--- src/rtl/btn_event_ctrl.sv ---
// Button front end: synchronize, sample on a divided strobe, detect presses,
// queue them as pending flags and serialize them round-robin onto one event stream.
module btn_event_ctrl #(
    parameter int NBTN = 4,
    parameter int IDW  = 2,
    parameter int DIV  = 100000,
    parameter int HIST = 8
) (
    input  logic            clk,
    input  logic            reset,
    input  logic [NBTN-1:0] btn_in,
    input  logic            evt_ready,
    input  logic            clr_overrun,
    output logic            evt_valid,
    output logic [IDW-1:0]  evt_id,
    output logic [NBTN-1:0] pend,
    output logic            overrun
);

    localparam int CW = (DIV > 1) ? $clog2(DIV) : 1;
    localparam logic [HIST-1:0] PAT = {1'b0, {(HIST-1){1'b1}}};
    localparam logic IDLE  = 1'b0;
    localparam logic OFFER = 1'b1;

    logic [NBTN-1:0] sync1;
    logic [NBTN-1:0] s;
    logic [CW-1:0]   cnt;
    logic            strobe;
    logic            strobe_q;
    logic [HIST-1:0] hist [NBTN];
    logic [NBTN-1:0] det;
    logic            state;
    logic [IDW-1:0]  last_grant;
    logic [IDW-1:0]  sel;
    logic            found;
    logic            grant;
    logic [NBTN-1:0] gmask;
    logic [NBTN-1:0] pend_n;
    logic            ovr_set;

    assign strobe = (cnt == CW'(DIV - 1));

    always_ff @(posedge clk) begin
        if (reset) begin
            sync1    <= '0;
            s        <= '0;
            cnt      <= '0;
            strobe_q <= 1'b0;
        end else begin
            sync1    <= btn_in;
            s        <= sync1;
            cnt      <= strobe ? '0 : cnt + 1'b1;
            strobe_q <= strobe;
        end
    end

    // det is only looked at in the cycle right after a history update
    for (genvar i = 0; i < NBTN; i++) begin : g_hist
        always_ff @(posedge clk) begin
            if (reset) begin
                hist[i] <= '0;
            end else if (strobe) begin
                hist[i] <= {hist[i][HIST-2:0], s[i]};
            end
        end
        assign det[i] = strobe_q && (hist[i] == PAT);
    end

    always_comb begin
        sel   = '0;
        found = 1'b0;
        for (int k = 1; k <= NBTN; k++) begin
            logic [IDW-1:0] ix;
            ix = IDW'((int'(last_grant) + k) % NBTN);
            if (!found && pend[ix]) begin
                found = 1'b1;
                sel   = ix;
            end
        end
    end

    assign grant   = (state == IDLE) && found;
    assign gmask   = grant ? (NBTN'(1) << sel) : '0;
    assign pend_n  = (pend & ~gmask) | det;
    assign ovr_set = |(det & pend & ~gmask);

    always_ff @(posedge clk) begin
        if (reset) begin
            pend       <= '0;
            overrun    <= 1'b0;
            evt_valid  <= 1'b0;
            evt_id     <= '0;
            state      <= IDLE;
            last_grant <= IDW'(NBTN - 1);
        end else begin
            pend <= pend_n;
            if (ovr_set) begin
                overrun <= 1'b1;
            end else if (clr_overrun) begin
                overrun <= 1'b0;
            end
            unique case (state)
                IDLE: begin
                    if (found) begin
                        evt_id    <= sel;
                        evt_valid <= 1'b1;
                        state     <= OFFER;
                    end
                end
                OFFER: begin
                    if (evt_ready) begin
                        evt_valid  <= 1'b0;
                        last_grant <= evt_id;
                        state      <= IDLE;
                    end
                end
                default: state <= IDLE;
            endcase
        end
    end

endmodule

--- config.mk ---
export PLATFORM = sky130hd
export DESIGN_NAME = btn_event_ctrl
export DESIGN_NICKNAME = d
export VERILOG_FILES = /design/src/rtl/btn_event_ctrl.sv
export SDC_FILE = /design/constraint.sdc
export NUM_CORES = 1
export LEC_CHECK = 0
export ABC_AREA = 1
export BUFFER_PORTS_ARGS = -buffer_cell sky130_fd_sc_hd__buf_4
export CORE_AREA = 3 3 99 101
export DETAILED_ROUTE_END_ITERATION = 7
export DIE_AREA = 0 0 102 104
export GPL_TIMING_DRIVEN = 0
export PLACE_DENSITY = 0.59
export RECOVER_POWER = 50
export SYNTH_ARGS = -nofsm -noshare
export SYNTH_HDL_FRONTEND = slang
export SYNTH_SLANG_ARGS = --single-unit
--- constraint.sdc ---
create_clock -name clk -period 2.9 [get_ports clk]
set_input_delay 0.87 -clock clk [delete_from_list [all_inputs] [get_ports clk]]
set_output_delay 0.87 -clock clk [all_outputs]
set_load 0.005 [all_outputs]
Word level (Yosys, flattened, before mapping)
Memories as Yosys holds them, arrays and structs flattened. Index checks and enable logic that the tools add are counted.

Bitwise logic cells: 10. $add $sub $neg: 5. Eq/ne operators: 7. Shift operators: 1. Reduce and logical (&&, ||, !) cells: 17. Mux-type cells: 34. Magnitude comparators: 4.

Operator list (count): $eq 8x7->1 const B (4); $mux 8 (4); $mux 1 (19); $add 17x1->17 const B (1); $eq 17x17->1 const B (1); $and 4x4->4 (3); $lt 2x3->1 const B (4); $bmux 1 s2 (4); $logic_and 1x1->1 (8); $mux 2 (4); $reduce_and 2->1 (3); $add 2x1->2 const B (2); $add 2x2->2 const B (2); $mux 4 (1); $ne 2x2->1 const B (2); $not 4->4 (1); $or 1x1->1 (4); $or 4x4->4 (1); $pmux 1 s2 (2); $reduce_or 4->1 (1); $shl 1x2->4 const A (1); $logic_not 1->1 (3); $reduce_bool 2->1 (1); $reduce_or 2->1 (1); $not 1->1 (1).

Memories: 1. RAM bits: 32. Logic and storage cells: 89. Input port bits: 8. Register bits after elaboration: 37. Output and inout bits: 8.

Memories: hist (depth 4, width 8, rd ports 4, clocked after Yosys merged registers in 0, wr ports 4, RTL line 30) `logic [HIST-1:0] hist [NBTN];`.

Logic depth before layout (Yosys ltp)
Gate-level depths: netlist of run 1.

Word-level depth: 19. Mapped depth: 16. Mapped depth without buffers: 15.

Worst setup path after synthesis of run 1
OpenSTA, ideal clock, no wires.

Path kind: input to register. Start point: in reset. End point: mem hist[0][0], enable pin. Arrival time: 1.829 ns. Library setup time: 0.378 ns. Path slack: 0.693 ns. Stages: 4. Path through: clkbuf_1 > nor2_1 > clkinv_1 > buf_2.

RTL lines: from (decl) (RTL line 10) `input logic reset,`; to (decl) (RTL line 30).

==> impl_results.md, run 1 <==
* Layout Utilization at 38.43%
* Hold Startpoint: sync1[0]
* # H-tree levels at 3
* Global Route Usage Sum at 11.20%
* YS warnings at 0
* Detailed placer's ending HPWL at 3.846 mm
* Layer with the highest usage: met2
* Initial detailed-routing violation count at 155
* Fin area at around 3500 sq um
* Peak VDD IR at 0.3186 mV
* Fmax achieved at 420.1 MHz
* Critical path required time at between 2 and 3 ns
* Num rows at 35
* I/O Buffers at 14
* Largest net degree at the start of global routing at 42
* WS Path Type: flop to flop
* Fraction of layout cells with a size suffix above 1 at 15.18%
* Sequential Power Share at between 50% and 60%
* Fin Hold WS at 0.4038 ns
* RePlAce Congestion at approximately 0.83
* Total CTS buffers at 9
* Nets at 386
* Syn nets at 361
* Most common cell after layout, fill and taps aside: nor2_1
* First-pass GRT wire length at 9.549 mm
* Placed cell areas at 3362 sq um
* Number of nets with antenna violations after routing at 0
* CP Launch Type: flop
* # DRC at 0
* Setup TNS at 0 ns
* Met2 Usage GRT at 17.08%
* Vias at roughly 2200
* Hold Path Cell Cnt at 2
* ANT cells at 0
* Worst-path clk slew at 0.07 ns
* CP Launch Point: cnt[0]
* Hold Buf Count CTS at 0
* CP Max Fanout at slightly above 40
* Static Leakage at 1.487 nW
* CTS tree: done
* Starting Density at 34.23%
* Vias per cell at roughly 4.4
* Slew @ Worst Pin at between 0.5 and 0.6 ns
* Reg2reg end: hist[3][6]
* P_sw at ~0.45 mW
* Post-Syn Area per Cell at 8.858 sq um
* FF+latch area at 1702 sq um
* Fin crit share at 82.09%
* Setup crit end: hist[3][6]
* Global routing usage on met1 at 15.03%
* Setup Viol. Count Final at 0
* Skew-Pair Late Insertion Delay at 0.34 ns
* Fillers at around 940
* Max cap viols at 0
* CP Capture Type: flop
* Initial antenna violation count at 0
* Post-route minimum period at 2.381 ns
* Skew final at 0.01067 ns
* Clk Tree Root Cell: clkbuf_8
* WL per Instance at roughly 11 um
* Clock buffer depth at 2
* Pint at 1.500 mW
* Placeable Area at 9109 sq um
* Total grt overflow at 0
* Commonest cells after routing, fill and taps aside: nor2_1, inv_1, nand2_1
* #FFs+latches synth at 69
* Area growth, synth to finish at 12.28%
* Power density cells at 557.7 nW/um^2
* Min-Delay Path Class: flop to flop
* Total length of routed wires at approximately 5.3 mm
* Comb pwr share at 8.5%
* RSZ-0062 raised after global routing: no
* Post-Syn Area at 3118 sq um
* GR Util met3 at 1.677%
* Setup slack, reg-to-reg at 0.52 ns
* Syn Inst Count at roughly 350
* Die area at 10610 sq um
* R2r startpoint: cnt[0]
* R2R depth at 8
* Vias in the first global route at between 2000 and 2500
* Final Hold Vio Count at 0
* Slew margin rel. at 63.18%
* First-pass DRT Iterations at 4
* Die H at 104 um
* Die X at 102 um
* Max-slew violations at 0
* Unique cell type count in the Yosys netlist at 39
* Area of the multi-input gates at 1065 sq um
* Seq/Total Area, Yosys at 54.57%
* Switching share of total power at 23.18%
* Clk sinks at just under 70
* CP arrival at 2.35 ns
* Clock power frac at 36.2%
* I/O pins at 16
* Run status: finished, final reports clean
worst min-delay path by stage:
stage / endpoint
after floorplan: s[0]
after global placement: s[2]
after detailed placement: s[0]
after CTS: s[0]
after global routing: s[0]
final: s[0]
layer usage:
layer / part of all wire (%) / wire [um]
met4: 2.8 / 146
met3: 2.2 / 118
met5: 0 / 0
met1: 50 / 2634
met2: 45 / 2376
area by class of cell:
class / count / area share, %
repair buffers: 14 / 3.002
plain buffers: 8 / 1.179
clock buffers: 15 / 5.039
inverters: 70 / 7.648
flip-flops and latches: 69 / 48.61
well taps: 111 / 3.967
multi-input cells: 205 / 30.41
clock inverters: 1 / 0.1430
cells by family (layout without fill, tap and decap cells):
group                    Yosys count  in the layout  synth area share [%]
AND/OR/NAND/NOR                  178            178                 29.74
XOR/XNOR                           6              6                 1.685
flip-flops                        69             69                 54.57
buffers and inverters             78            108                 9.952
adder cells (fa/ha/maj)            1              1                0.4012
AO/OA/AOI/OAI                     20             20                 3.652
repair_timing:
action	CTS	global route
endpoints found under the setup margin	0	32
hold endpoints to repair	0	0
gates resized for setup	0	1
buffers inserted	0	0
synthesized netlist by cell type (all sizes together):
master	n	area share, %
nand3b	2	0.88
nor4	6	1.2
nand4	6	1.2
o21ai	2	0.32
a21oi	14	2.4
ha	1	0.40
nand2	61	9.1
dfxtp	37	24
inv	68	8.3
xor2	5	1.4
clkinv	2	0.24
nor2	68	9.3
xnor2	1	0.28
clkbuf	5	0.60
buf	3	0.76
edfxtp	32	31
o21a	2	0.48
or2	2	0.40
nor3b	3	1.1
a21boi	1	0.24
nand3	21	4.8
o211ai	1	0.24
nor3	9	1.8
critical path, stage by stage, from the launching register on:
cell,delay [ns]
dfxtp_1,0.40
ha_1,0.19
nand2_1,0.09
nor2_1,0.18
nand4_1,0.11
nor2_1,0.21
nor2_1,0.09
clkinv_1,0.18
clkbuf_4,0.53
per-stage QoR:
step	power, mW	cells	worst slack, ns
6_report	1.953	493	0.5194
5_1_grt	2.052	493	0.1945
4_1_cts	1.989	493	0.2207
3_5_place_dp	1.283	477	0.1868
3_3_place_gp	1.279	477	0.2410
2_1_floorplan	1.234	352	0.6930
registers in the layout, indices dropped and copies added, names as in the netlist:
| name | cells |
|---|---|
| overrun | 1 |
| cnt | 17 |
| hist | 32 |
| evt_valid | 1 |
| pend | 4 |
| strobe_q | 1 |
| evt_id | 2 |
| sync1 | 4 |
| last_grant | 2 |
| s | 4 |
| state | 1 |
power by group through the flow:
| stage | clock [mW] | combinational, mW | sequential [mW] |
|---|---|---|---|
| 6_report | 0.706 | 0.166 | 1.08 |
| 5_1_grt | 0.775 | 0.193 | 1.08 |
| 4_1_cts | 0.726 | 0.182 | 1.08 |
| 3_5_place_dp | 0 | 0.181 | 1.10 |
| 3_3_place_gp | 0 | 0.178 | 1.10 |
| 2_1_floorplan | 0 | 0.136 | 1.10 |
Note: power is estimated with default switching activity, not from simulation.
==> run 2: changes to the inputs <==
--- a/config.mk
+++ b/config.mk
@@ -11,7 +11,7 @@
 export DETAILED_ROUTE_END_ITERATION = 7
 export DIE_AREA = 0 0 102 104
 export GPL_TIMING_DRIVEN = 0
-export PLACE_DENSITY = 0.59
+export PLACE_DENSITY = 0.6
 export RECOVER_POWER = 50
 export SYNTH_ARGS = -nofsm -noshare
 export SYNTH_HDL_FRONTEND = slang
==> constraint.sdc (replaced) <==
create_clock -name clk -period 2 [get_ports clk]
set_input_delay 0.6 -clock clk [delete_from_list [all_inputs] [get_ports clk]]
set_output_delay 0.6 -clock clk [all_outputs]
set_load 0.005 [all_outputs]
==> run 2 against run 1 <==
Clock power grew 33%; sequential power rose by 45%; design area is 2.6% higher; non-clock buffer count grew 4; core utilization grew 1.0 points; sequential share of layout area shrank 1.2 points.
==> impl_results.md, run 2 (synthesis gave the netlist of run 1 again) <==
* CP Launch Point: cnt[0]
* Peak VDD IR at 0.3897 mV
* Slew @ Worst Pin at about 0.55 ns
* CP Max Fanout at 21
* Clk Tree Root Cell: clkbuf_8
* R2r startpoint: cnt[0]
* Commonest cells after routing, fill and taps aside: inv_1, nor2_1, nand2_1
* Number of nets with antenna violations after routing at 0
* Total grt overflow at 0
* CP Launch Type: flop
* Fillers at slightly above 900
* Detailed placer's ending HPWL at 3.717 mm
* RePlAce Congestion at 0.7848
* Run status: finished, final reports clean
* Hold-critical path endpoint: s[3]
* Setup slack, reg-to-reg at a little under 0.2 ns
* Die X at 102 um
* FF+latch area at 1704 sq um
* Max cap viols at 0
* Hold Startpoint: sync1[3]
* CP bufs+invs at 2
* Worst-path clk slew at 0.06 ns
* # DRC at 0
* Static Leakage at 1.531 nW
* Vias per cell at 4.372
* Setup Viol. Count Final at 0
* RSZ-0062 raised after global routing: no
* Hold Buf Count CTS at 0
* CP Capture Type: flop
* Total length of routed wires at around 5 mm
* Clk sinks at a little under 70
* Clock buffer depth at 2
* Global Route Usage Sum at 10.63%
* Largest register FFs at 32
* WL per Instance at 10.34 um
* I/O Buffers at 14
* Placeable Area at 9109 sq um
* Die H at 104 um
* CTS tree: done
* Fraction of layout cells with a size suffix above 1 at 19.69%
* Total power at 2.775 mW
* Worst path top cell family by delay: simple AND/OR/NAND/NOR gates
* Initial detailed-routing violation count at 84
* Initial antenna violation count at 0
* Fmax achieved at 554.8 MHz
* Skew final at 0.009722 ns
* Largest Register: hist
* Total CTS buffers at 9
* Post-route minimum period at 1.802 ns
* Die area at 10610 sq um
* Power density cells at 772.3 nW/um^2
* Area growth, synth to finish at 15.25%
* Reg2reg end: hist[1][7]
* Crit path depth at 8
* Slowest stage cell, crit path: dfxtp_2
* Min-Delay Path Class: flop to flop
* Skew-Pair Late Insertion Delay at 0.33 ns
* Starting Density at roughly 34%
* Setup TNS at 0 ns
* Slew margin rel. at 63.52%
* Fin crit share at 90.12%
* Vias at 2173
* Num rows at 35
* Worst path max stage delay at approximately 0.36 ns
* First-pass DRT Iterations at 4
* Area of the multi-input gates at 1111 sq um
* Hold Path Cell Cnt at 2
* Registers with the most flip-flops: hist x32, cnt x17
* R2R depth at 8
* # H-tree levels at 3
* Critical path required time at 2.01 ns
* I/O pins at 16
* WS Path Type: flop to flop
* First-pass GRT wire length at 9.025 mm
* Fin Hold WS at 0.4032 ns
* Vias in the first global route at 2051
* CP Cell Sequence: ha_1, nand2_1, nor2_2, nand4_1, nor2_2, nor2_1, clkinv_2, buf_4
* Largest net degree at the start of global routing at 22
* ANT cells at 0
* Final Hold Vio Count at 0
* Max-slew violations at 0
* CP arrival at 1.81 ns
* Most used cell, CP: nor2_2
* Nets at 390
-- run 2: cell types whose count changed in the layout (fill, tap and decap cells not counted), moves of 3 or more --
cell / before / now
nor2_1: 66 / 62
buf_4: 6 / 11
nand2_1: 50 / 47
clkbuf_1: 9 / 5
clkbuf_2: 0 / 3
-- run 2: layout make-up --
type / instances / share of cell area (%)
tap: 111 / 3.865
multi-input combinational: 205 / 30.92
buffer: 8 / 1.358
inverter: 70 / 7.486
sequential: 69 / 47.42
clock inverter: 3 / 0.3482
clock buffer: 13 / 4.143
timing repair buffer: 18 / 4.457
-- run 2: how the worst max path moves through the flow --
stage | end | slack, ns
after detailed placement | hist[0][7] | -0.27
final | hist[1][7] | 0.20
after floorplan | hist[0][0] | 0.10
after global placement | hist[0][7] | -0.24
after CTS | hist[2][2] | 0.05
after global routing | overrun | 0.01
-- run 2: routing by layer --
metal | GRT usage, % | wire (um) | up-vias
li1 | - | - | 1168
met5 | 0 | 0 | -
met1 | 13.58 | 2395 | 971
met2 | 16.76 | 2531 | 32
met4 | 3.280 | 17 | 0
met3 | 3.756 | 196 | 2
-- run 2: worst reg2reg max path: stages, from the launching register on --
cell and delay [ns]:
dfxtp_2 0.36, ha_1 0.17, nand2_1 0.11, nor2_2 0.14
nand4_1 0.12, nor2_2 0.15, nor2_1 0.08, clkinv_2 0.08
buf_4 0.28
-- run 2: per-stage QoR --
step,worst slack (ns),instance area (sq um),utilization (%),instances
2_1_floorplan,0.1013,3120,-,352
3_3_place_gp,-0.2408,3364,36.94,477
3_5_place_dp,-0.2723,3364,36.94,477
4_1_cts,0.05202,3587,39.38,496
5_1_grt,0.01008,3593,39.45,497
6_report,0.1976,3593,39.45,497
-- run 2: what timing repair did --
action / CTS / global route
pin swaps: 0 / 1
gates cloned: 1 / 0
buffers inserted: 2 / 1
resized for setup: 4 / 11
setup endpoints to repair: 41 / 44
-- run 2: power by group --
| group | internal (mW) | total [mW] | leakage [nW] | switching [mW] |
|---|---|---|---|---|
| Clock | 0.475 | 0.938 | 0.0825 | 0.463 |
| Combinational | 0.105 | 0.270 | 0.843 | 0.165 |
| Sequential | 1.54 | 1.57 | 0.605 | 0.0302 |
